## src/rtl/fp_mul_sched.sv

```systemverilog
// Round-robin scheduler sharing one single-precision multiplier among NREQ requesters.
// Returns the product with sign and zero cases fixed up, tagged with the requester index.
module fp_mul_sched #(
    parameter int NREQ    = 4,
    parameter int MUL_LAT = 1
) (
    input  logic                          clk,
    input  logic                          rst_n,
    input  logic [NREQ-1:0]               req_valid,
    input  logic [NREQ*32-1:0]            req_a,
    input  logic [NREQ*32-1:0]            req_b,
    output logic [NREQ-1:0]               req_ready,
    output logic [31:0]                   mul_a,
    output logic [31:0]                   mul_b,
    input  logic [31:0]                   mul_p,
    output logic                          rsp_valid,
    output logic [$clog2(NREQ)-1:0]       rsp_id,
    output logic [31:0]                   rsp_data,
    input  logic                          rsp_ready
);

    localparam int DATA_W = 32;
    localparam int ID_W   = $clog2(NREQ);
    localparam int CNT_W  = (MUL_LAT > 1) ? $clog2(MUL_LAT) : 1;

    typedef enum logic [1:0] {IDLE, BUSY, RESP} state_t;

    state_t                     state, state_nxt;
    logic        [ID_W-1:0]     rr_ptr;
    logic        [CNT_W-1:0]    cnt;
    logic signed [DATA_W-1:0]   op_a, op_b;
    logic        [ID_W-1:0]     gnt_idx;
    logic                       gnt_found;
    logic                       acc;

    // The multiplier's own sign is discarded; the sign is recomputed from the operands.
    logic unused_mul_sign;
    assign unused_mul_sign = mul_p[31];

    function automatic logic [DATA_W-1:0] fix_product(input logic [DATA_W-1:0] a,
                                                      input logic [DATA_W-1:0] b,
                                                      input logic [DATA_W-1:0] p);
        logic s;
        s = a[31] ^ b[31];
        if (a[30:23] == 8'd0 || b[30:23] == 8'd0)
            return {s, 31'b0};
        return {s, p[30:0]};
    endfunction

    // Arbitration: first valid requester searching upward from rr_ptr, wrapping.
    always_comb begin
        gnt_found = 1'b0;
        gnt_idx   = rr_ptr;
        for (int i = 0; i < NREQ; i++) begin
            if (!gnt_found && req_valid[rr_ptr + ID_W'(i)]) begin
                gnt_found = 1'b1;
                gnt_idx   = rr_ptr + ID_W'(i);
            end
        end
    end

    assign acc = (state == IDLE) && gnt_found;

    always_comb begin
        req_ready = '0;
        if (rst_n && acc)
            req_ready[gnt_idx] = 1'b1;
    end

    always_comb begin
        state_nxt = state;
        case (state)
            IDLE:    if (gnt_found) state_nxt = BUSY;
            BUSY:    if (cnt == '0) state_nxt = RESP;
            RESP:    if (rsp_ready) state_nxt = IDLE;
            default: state_nxt = IDLE;
        endcase
    end

    always_ff @(posedge clk or negedge rst_n) begin
        if (!rst_n)
            state <= IDLE;
        else
            state <= state_nxt;
    end

    // Operand capture on accept, settle count in BUSY, result capture at count zero.
    always_ff @(posedge clk or negedge rst_n) begin
        if (!rst_n) begin
            rr_ptr   <= '0;
            cnt      <= '0;
            op_a     <= '0;
            op_b     <= '0;
            rsp_id   <= '0;
            rsp_data <= '0;
        end else begin
            case (state)
                IDLE: if (gnt_found) begin
                    op_a   <= req_a[32*int'(gnt_idx) +: 32];
                    op_b   <= req_b[32*int'(gnt_idx) +: 32];
                    rsp_id <= gnt_idx;
                    rr_ptr <= gnt_idx + ID_W'(1);
                    cnt    <= CNT_W'(MUL_LAT - 1);
                end
                BUSY: begin
                    if (cnt != '0)
                        cnt <= cnt - CNT_W'(1);
                    else
                        rsp_data <= fix_product(op_a, op_b, mul_p);
                end
                default: ;
            endcase
        end
    end

    assign mul_a     = op_a;
    assign mul_b     = op_b;
    assign rsp_valid = (state == RESP);

endmodule

```

## config.mk

```make
export PLATFORM = sky130hd
export DESIGN_NAME = fp_mul_sched
export DESIGN_NICKNAME = d
export VERILOG_FILES = /design/src/rtl/fp_mul_sched.sv
export SDC_FILE = /design/constraint.sdc
export NUM_CORES = 1
export LEC_CHECK = 0
export ABC_AREA = 1
export CORE_AREA = 4 4 152 154
export CTS_CLUSTER_SIZE = 25
export DETAILED_ROUTE_END_ITERATION = 12
export DIE_AREA = 0 0 156 158
export PLACE_DENSITY = 0.7
export REMOVE_ABC_BUFFERS = 1
export SYNTH_ARGS = -nofsm -noshare
export SYNTH_HDL_FRONTEND = slang
export SYNTH_SLANG_ARGS = --single-unit
```

## constraint.sdc

```tcl
create_clock -name clk -period 2.8 [get_ports clk]
set_input_delay 0.7 -clock clk [delete_from_list [all_inputs] [get_ports clk]]
set_output_delay 0.7 -clock clk [all_outputs]
set_load 0.05 [all_outputs]
```

==> results.tsv, run 1 <==
metric	value	unit
status	finished with violations	
failing checks	setup timing	
Die X	156	um
CTS tree	built	
ant diodes	0	
adder and majority cell fraction of the synthesized area	0	%
area grow syn2layout	70.5	%
first-pass GRT wire length	45700	um
Unique masters post-synth	27	
num ports	398	
die footprint	0.0246	mm^2
CP Class	in -> reg	
DRC Markers	0	
routed vias/inst	5.00	
fin util	56.5	%
Die Y-Extent	158	um
Post-DP Area	0.0115	mm^2
via total after detailed routing	9156	
final net count	1843	
Synth Register Bits	102	
wire per inst	17.1	um
antenna violations before repair	0	
WP data arrival	3130	ps
Setup crit end kind	flop	
main combinational cell family by area after synthesis	simple AND/OR/NAND/NOR gates	
max-cap viol count	0	
Clock Path Buffers	2	
root buf cell	clkbuf_16	
clock-pin transition on the worst setup and hold timing paths	70	ps
final hold vios	0	
max_slew headroom	43.6	%
synthesized area	0.00719	mm^2
crit path max fanout	30	
# rows	54	
Final WS setup	-92.0	ps
DRT Pass-1 Iters	5	
Mean Syn Cell Area	6.11	um^2
mux share of post-synthesis cell area	0	%
total track usage	23.2	%
GR Overflow Total	0	
GP Congestion	0.855	
Synthesis Warnings	0	
Top Usage Layer GRT	met2	
share of layout cells above drive strength 1	8.82	%
crit path time final	2890	ps
final instance area	0.0123	mm^2
Final Max Slew Viols	0	
Final Cycle Share	103	%
Power Dens Cells	1490	mW/mm^2
DPL Wire Length	21200	um
global-route track usage on met2	40.4	%
Num CTS Buffers	9	
worst ir drop on vdd	1.14	mV
Compound-Gate Fraction of Synth Area	0.731	%
Worst EP required	3040	ps
DRT iter0 DRCs	666	
later-pin clock latency in the skew report	350	ps
H-tree levels	3	
Routed Antenna Nets	0	
startpoint class of the critical path	primary input	
Post-Synthesis Cells	1176	
largest net degree at the start of global routing	103	
hold-fix buffers at CTS	0	
Post-Synth Simple-Gate Area	56.1	%
setup violators final	48	
Routed WL	31300	um
Hold Path Class	in -> async	
core region area	0.0217	mm^2
Seq/Total Area, Yosys	35.5	%
xor and xnor area share after synthesis	0.122	%
GRT met1 Usage	28.2	%
IO Port Bufs	396	
Slew @ Worst Pin	846	ps
vias in the first global route	8578	
maximum clock rate	0.346	GHz
Initial Util	33.1	%
CTS Sinks	102	
met3 usage	5.28	%
Leak	0.00618	uW
Worst Skew	14.4	ps
RSZ-0062 raised after global routing	true	
-- per-layer routing --
metal | vias up | share of wire [%]
met5 | - | 0
met1 | 4201 | 40
met2 | 367 | 49
met3 | 63 | 7.4
met4 | 0 | 3.0
li1 | 4525 | -
-- cell families (layout without fill, tap and decap cells) --
family	after synthesis	in the layout
AND/OR/NAND/NOR	955	955
flip-flops	102	102
AO/OA/AOI/OAI	8	8
buffers and inverters	110	487
XOR/XNOR	1	1
-- report_power, final --
group	internal [uW]	switching [uW]	leakage [uW]
Sequential	2230	459	0.00127
Clock	610	606	0.000126
Combinational	4940	9410	0.00478
Total	7790	10500	0.00618
-- through the flow --
stage               std cells  setup slack [ps]  setup TNS (ps)  total power (uW)  hold WS [ps]
detailed placement       1794              -409          -21650             16300           464
floorplan                1080             -3730         -158510             10900           404
global placement         1794              -394          -19220             16100           462
global route             1833              -211          -10270             19900           500
CTS                      1825             -16.2           -64.1             18000           483
finish                   1833             -92.0           -1050             18300           469
-- worst max-delay path, cell delays in order --
cell	delay, ps
clkdlybuf4s15_2	210
nand2_1	130
nand2_4	70
nand2_4	70
nand2_4	70
nor2_4	140
nand4_1	180
buf_4	180
buf_4	120
buf_4	120
buf_4	120
buf_4	120
buf_4	210
buf_16	190
nand3_1	90
nand2_1	110
nand2_1	80
nand2_1	60
nand2_1	60
nand2_1	60
-- sequential cells by signal, summed over array words and instances, names as in the netlist --
| register | cells |
|---|---|
| rsp_data | 32 |
| state | 2 |
| rsp_id | 2 |
| rr_ptr | 2 |
| mul_b | 32 |
| mul_a | 32 |
-- Yosys cell counts --
cell type  instances  area, um^2
buf_4             14         105
nor3_1             2        10.0
buf_2             52         260
dfrtp_1          102        2550
clkbuf_1          26        97.6
xnor2_1            1        8.76
buf_1              3        11.3
nand4_1            2        12.5
clkinv_1           3        11.3
o21ai_1            3        15.0
buf_6              1        11.3
inv_2              3        11.3
inv_4              1        6.26
nor2_2             1        6.26
nor2_1             4        15.0
a22oi_1            1        7.51
o211ai_2           1        12.5
nand2_1          630        2360
inv_1              7        26.3
nand3_1          303        1520
nor4_1             4        25.0
nand2_2            5        31.3
nand3_2            2        20.0
o21a_1             1        7.51
o21ai_0            2        10.0
nand2_4            1        11.3
nand4_4            1        21.3
-- path summary, 6_finish.rpt --
check / startpoint / endpoint / slack, ps / cells past startpoint
worst max register to register: rr_ptr[0]$_DFFE_PN0P_ / mul_b[26]$_DFFE_PN0P_ / -80 / 20
worst min-delay path: rst_n / mul_a[2]$_DFFE_PN0P_ / 470 / 2
worst min register to register: mul_b[6]$_DFFE_PN0P_ / mul_b[6]$_DFFE_PN0P_ / 480 / 2
worst max-delay path: req_valid[1] / mul_b[26]$_DFFE_PN0P_ / -90 / 20
min in group clk: mul_b[6]$_DFFE_PN0P_ / mul_b[6]$_DFFE_PN0P_ / 480 / 2
max in group asynchronous: rst_n / rr_ptr[0]$_DFFE_PN0P_ / 1850 / 2
-- repair_timing --
item                                    CTS  global route
endpoints found under the setup margin    5            68
cloned                                    1             5
pin swaps                                23            12
gates resized for setup                  44            31
setup buffers                            16             5
-- layout by cell type (no fill, tap or decap), types with 2 or more instances in the layout --
| cell | count |
|---|---|
| buf_4 | 41 |
| buf_16 | 2 |
| clkinvlp_4 | 3 |
| buf_8 | 2 |
| nand3_2 | 6 |
| o21ai_1 | 3 |
| inv_2 | 3 |
| nand2_2 | 15 |
| nand2_4 | 15 |
| nand3_1 | 299 |
| clkdlybuf4s50_1 | 387 |
| clkdlybuf4s15_2 | 2 |
| o21ai_0 | 2 |
| clkbuf_16 | 12 |
| inv_1 | 6 |
| dfrtp_2 | 2 |
| buf_6 | 4 |
| nand4_1 | 2 |
| nor4_1 | 4 |
| nand2_1 | 606 |
| clkinv_2 | 2 |
| buf_12 | 14 |
| clkdlybuf4s15_1 | 2 |
| nor2_4 | 3 |
| inv_6 | 3 |
| nor3_4 | 2 |
| dfrtp_1 | 100 |
-- area by class of cell --
type | count | area, um^2
Sequential cell | 102 | 2550
Fill cell | 2110 | 9430
Timing Repair Buffer | 457 | 4710
Clock inverter | 6 | 45.0
Clock buffer | 10 | 229
Tap cell | 280 | 350
Inverter | 14 | 66.3
Multi-Input combinational cell | 964 | 4300
No activity file was read; power rests on OpenSTA's default activity.
==> run 2: changes to the inputs <==
--- a/config.mk
+++ b/config.mk
@@ -11,6 +11,7 @@
 export DETAILED_ROUTE_END_ITERATION = 12
 export DIE_AREA = 0 0 156 158
 export PLACE_DENSITY = 0.7
+export RECOVER_POWER = 25
 export REMOVE_ABC_BUFFERS = 1
 export SYNTH_ARGS = -nofsm -noshare
 export SYNTH_HDL_FRONTEND = slang
==> results of run 2 <==
Final layout, timing and power as in run 1 (identical DEF).
==> run 3: changes to the inputs <==
--- a/config.mk
+++ b/config.mk
@@ -10,7 +10,7 @@
 export CTS_CLUSTER_SIZE = 25
 export DETAILED_ROUTE_END_ITERATION = 12
 export DIE_AREA = 0 0 156 158
-export PLACE_DENSITY = 0.7
+export PLACE_DENSITY = 0.81
 export RECOVER_POWER = 25
 export REMOVE_ABC_BUFFERS = 1
 export SYNTH_ARGS = -nofsm -noshare
==> results.tsv, run 3 (synthesis gave the netlist of run 1 again) <==
metric	value	unit	change
status	finished with violations		unchanged
failing checks	setup timing		unchanged
num ports	398		unchanged
crit path max fanout	8		was 30
Critical Path Slowest Stage Cell	dfrtp_1		was clkdlybuf4s15_2
H-tree levels	3		unchanged
largest net degree at the start of global routing	103		unchanged
DRC Markers	0		unchanged
Hold Path Class	in -> async		unchanged
GP Congestion	0.870		was 0.855
total track usage	22.5	%	was 23.2%
IO Port Bufs	396		unchanged
Setup crit end kind	output pin		was flop
Die Y-Extent	158	um	unchanged
non-filler instance count after layout	1840		was 1833
R2R setup slack	130	ps	was -80 ps
vias in the first global route	8641		was 8578
first-pass GRT wire length	44900	um	was 45700 um
RSZ-0062 raised after global routing	true		unchanged
worst r2r src	rr_ptr[1]$_DFFE_PN0P_		was rr_ptr[0]$_DFFE_PN0P_
crit path time final	2960	ps	was 2890 ps
Cell Chain, Critical Path	inv_4, buf_6, nand2_2, nand2_1, nand2_1, nand2_2, nand3_4, inv_2, nand2_2, nand3_2, nand2_4, nor3_4, buf_6, buf_12		was clkdlybuf4s15_2, nand2_1, nand2_4, nand2_4, nand2_4, nor2_4, nand4_1, buf_4, buf_4, buf_4, buf_4, buf_4, buf_4, buf_16, nand3_1, nand2_1, nand2_1, nand2_1, nand2_1, nand2_1
wire per inst	16.2	um	was 17.1 um
final hold vios	0		unchanged
clock-pin transition on the worst setup and hold timing paths	80	ps	was 70 ps
max-cap viol count	0		unchanged
Final Max Slew Viols	0		unchanged
leading cell type in the layout, fill and taps excluded	nand2_1		unchanged
Worst Skew	13.8	ps	was 14.4 ps
Initial Util	33.1	%	unchanged
WP data arrival	2260	ps	was 3130 ps
max_slew headroom	35.1	%	was 43.6%
Die X	156	um	unchanged
core region area	0.0217	mm^2	unchanged
later-pin clock latency in the skew report	350	ps	about the same
Final Cycle Share	106	%	was 103%
via total after detailed routing	9297		was 9156
Routed WL	29900	um	was 31300 um
Worst EP required	2100	ps	was 3040 ps
area grow syn2layout	71.7	%	was 70.5%
CTS Sinks	102		unchanged
DRT iter0 DRCs	752		was 666
GR Overflow Total	0		unchanged
final instance area	0.0123	mm^2	about the same
worst ir drop on vdd	1.25	mV	was 1.14 mV
die footprint	0.0246	mm^2	unchanged
startpoint class of the critical path	flop		was primary input
hold-fix buffers at CTS	0		unchanged
Clock Path Buffers	2		unchanged
maximum clock rate	0.338	GHz	was 0.346 GHz
DPL Wire Length	21200	um	about the same
Final WS setup	-159	ps	was -92.0 ps
placed insts	1803		was 1794
Power Dens Cells	1510	mW/mm^2	was 1490 mW/mm^2
DP Worst Slack	-448	ps	was -409 ps
FF-to-FF path depth	14		was 20
Leak	0.00623	uW	was 0.00618 uW
CTS tree	built		unchanged
Tot Pwr	18700	uW	was 18300 uW
CP Class	reg -> out		was in -> reg
most frequent cells in the layout	nand2_1 (598), clkdlybuf4s50_1 (387), nand3_1 (296), dfrtp_1 (101), buf_4 (50)		was nand2_1 (606), clkdlybuf4s50_1 (387), nand3_1 (299), dfrtp_1 (100), buf_4 (41)
worst reg2reg path endpoint	mul_b[20]$_DFFE_PN0P_		was mul_b[26]$_DFFE_PN0P_
Routed Antenna Nets	0		unchanged
setup violators final	4		was 48
Top cell by count, worst path	nand2_2		
final net count	1850		was 1843
antenna violations before repair	0		unchanged
share of layout cells above drive strength 1	9.94	%	was 8.82%
root buf cell	clkbuf_16		unchanged
Post-DP Area	0.0116	mm^2	was 0.0115 mm^2
Slew @ Worst Pin	967	ps	was 846 ps
Num CTS Buffers	9		unchanged
CP max stage delay	440	ps	was 210 ps
# rows	54		unchanged
ant diodes	0		unchanged
routed vias/inst	5.05		was 5.00
DRT Pass-1 Iters	5		unchanged
==> run 3: cell count changes in the layout (fill, tap and decap cells not counted), sizes merged <==
cell | previous run | this run
clkbuf | 13 | 11
buf | 63 | 73
clkinv | 4 | 5
clkinvlp | 3 | 1
inv | 13 | 14
bufinv | 0 | 1
clkdlybuf4s15 | 4 | 2
==> run 3: final cells by class <==
type	instances	area, um^2
Clock inverter	7	91.3
Fill cell	2010	9340
Multi-Input combinational cell	964	4380
Tap cell	280	350
Timing Repair Buffer	464	4680
Sequential cell	102	2550
Clock buffer	9	225
Inverter	14	65.1
==> run 3: worst max-delay path by stage <==
| stage | from | end | slack, ps | cells after the start |
|---|---|---|---|---|
| final | rr_ptr[0]$_DFFE_PN0P_ | req_ready[2] | -160 | 14 |
| after floorplan | rr_ptr[0]$_DFFE_PN0P_ | req_ready[1] | -3730 | 10 |
| after detailed placement | req_valid[3] | mul_b[25]$_DFFE_PN0P_ | -450 | 15 |
| after global placement | req_valid[2] | mul_b[25]$_DFFE_PN0P_ | -420 | 15 |
| after CTS | rr_ptr[0]$_DFFE_PN0P_ | req_ready[1] | -60 | 13 |
| after global routing | rr_ptr[0]$_DFFE_PN0P_ | req_ready[2] | -250 | 14 |
==> run 3: where the power goes <==
part | total (uW) | internal, uW | switching (uW)
Combinational | 14600 | 5090 | 9520
Clock | 1360 | 715 | 641
Sequential | 2690 | 2230 | 457
==> run 3: routing by layer <==
layer / GRT usage (%) / share of wire, % / vias up
met5: 0 / 0 / -
met4: 10.5 / 4.3 / 0
met3: 4.35 / 7.9 / 92
met2: 38.3 / 49 / 421
met1: 27.6 / 39 / 4254
li1: - / - / 4530
==> run 3: timing repair <==
action	CTS	global route
setup endpoints to repair	15	31
buffers inserted	19	3
pin swaps	30	16
gates cloned	1	0
resized for setup	58	34
==> run 3: critical path, delay by kind of cell, from the launching register on <==
kind | cells | cell delay, ps
buffers and inverters | 5 | 610
DFF | 1 | 440
and+or+nand+nor | 9 | 830
==> run 3: stage by stage <==
| step | utilization, % | hold slack, ps | TNS (ps) |
|---|---|---|---|
| after floorplan | - | 404 | -158510 |
| after global placement | 53.4 | 461 | -16570 |
| after detailed placement | 53.4 | 464 | -19570 |
| after CTS | 56.4 | 484 | -228 |
| after global routing | 56.9 | 495 | -957 |
| final | 56.9 | 469 | -488 |
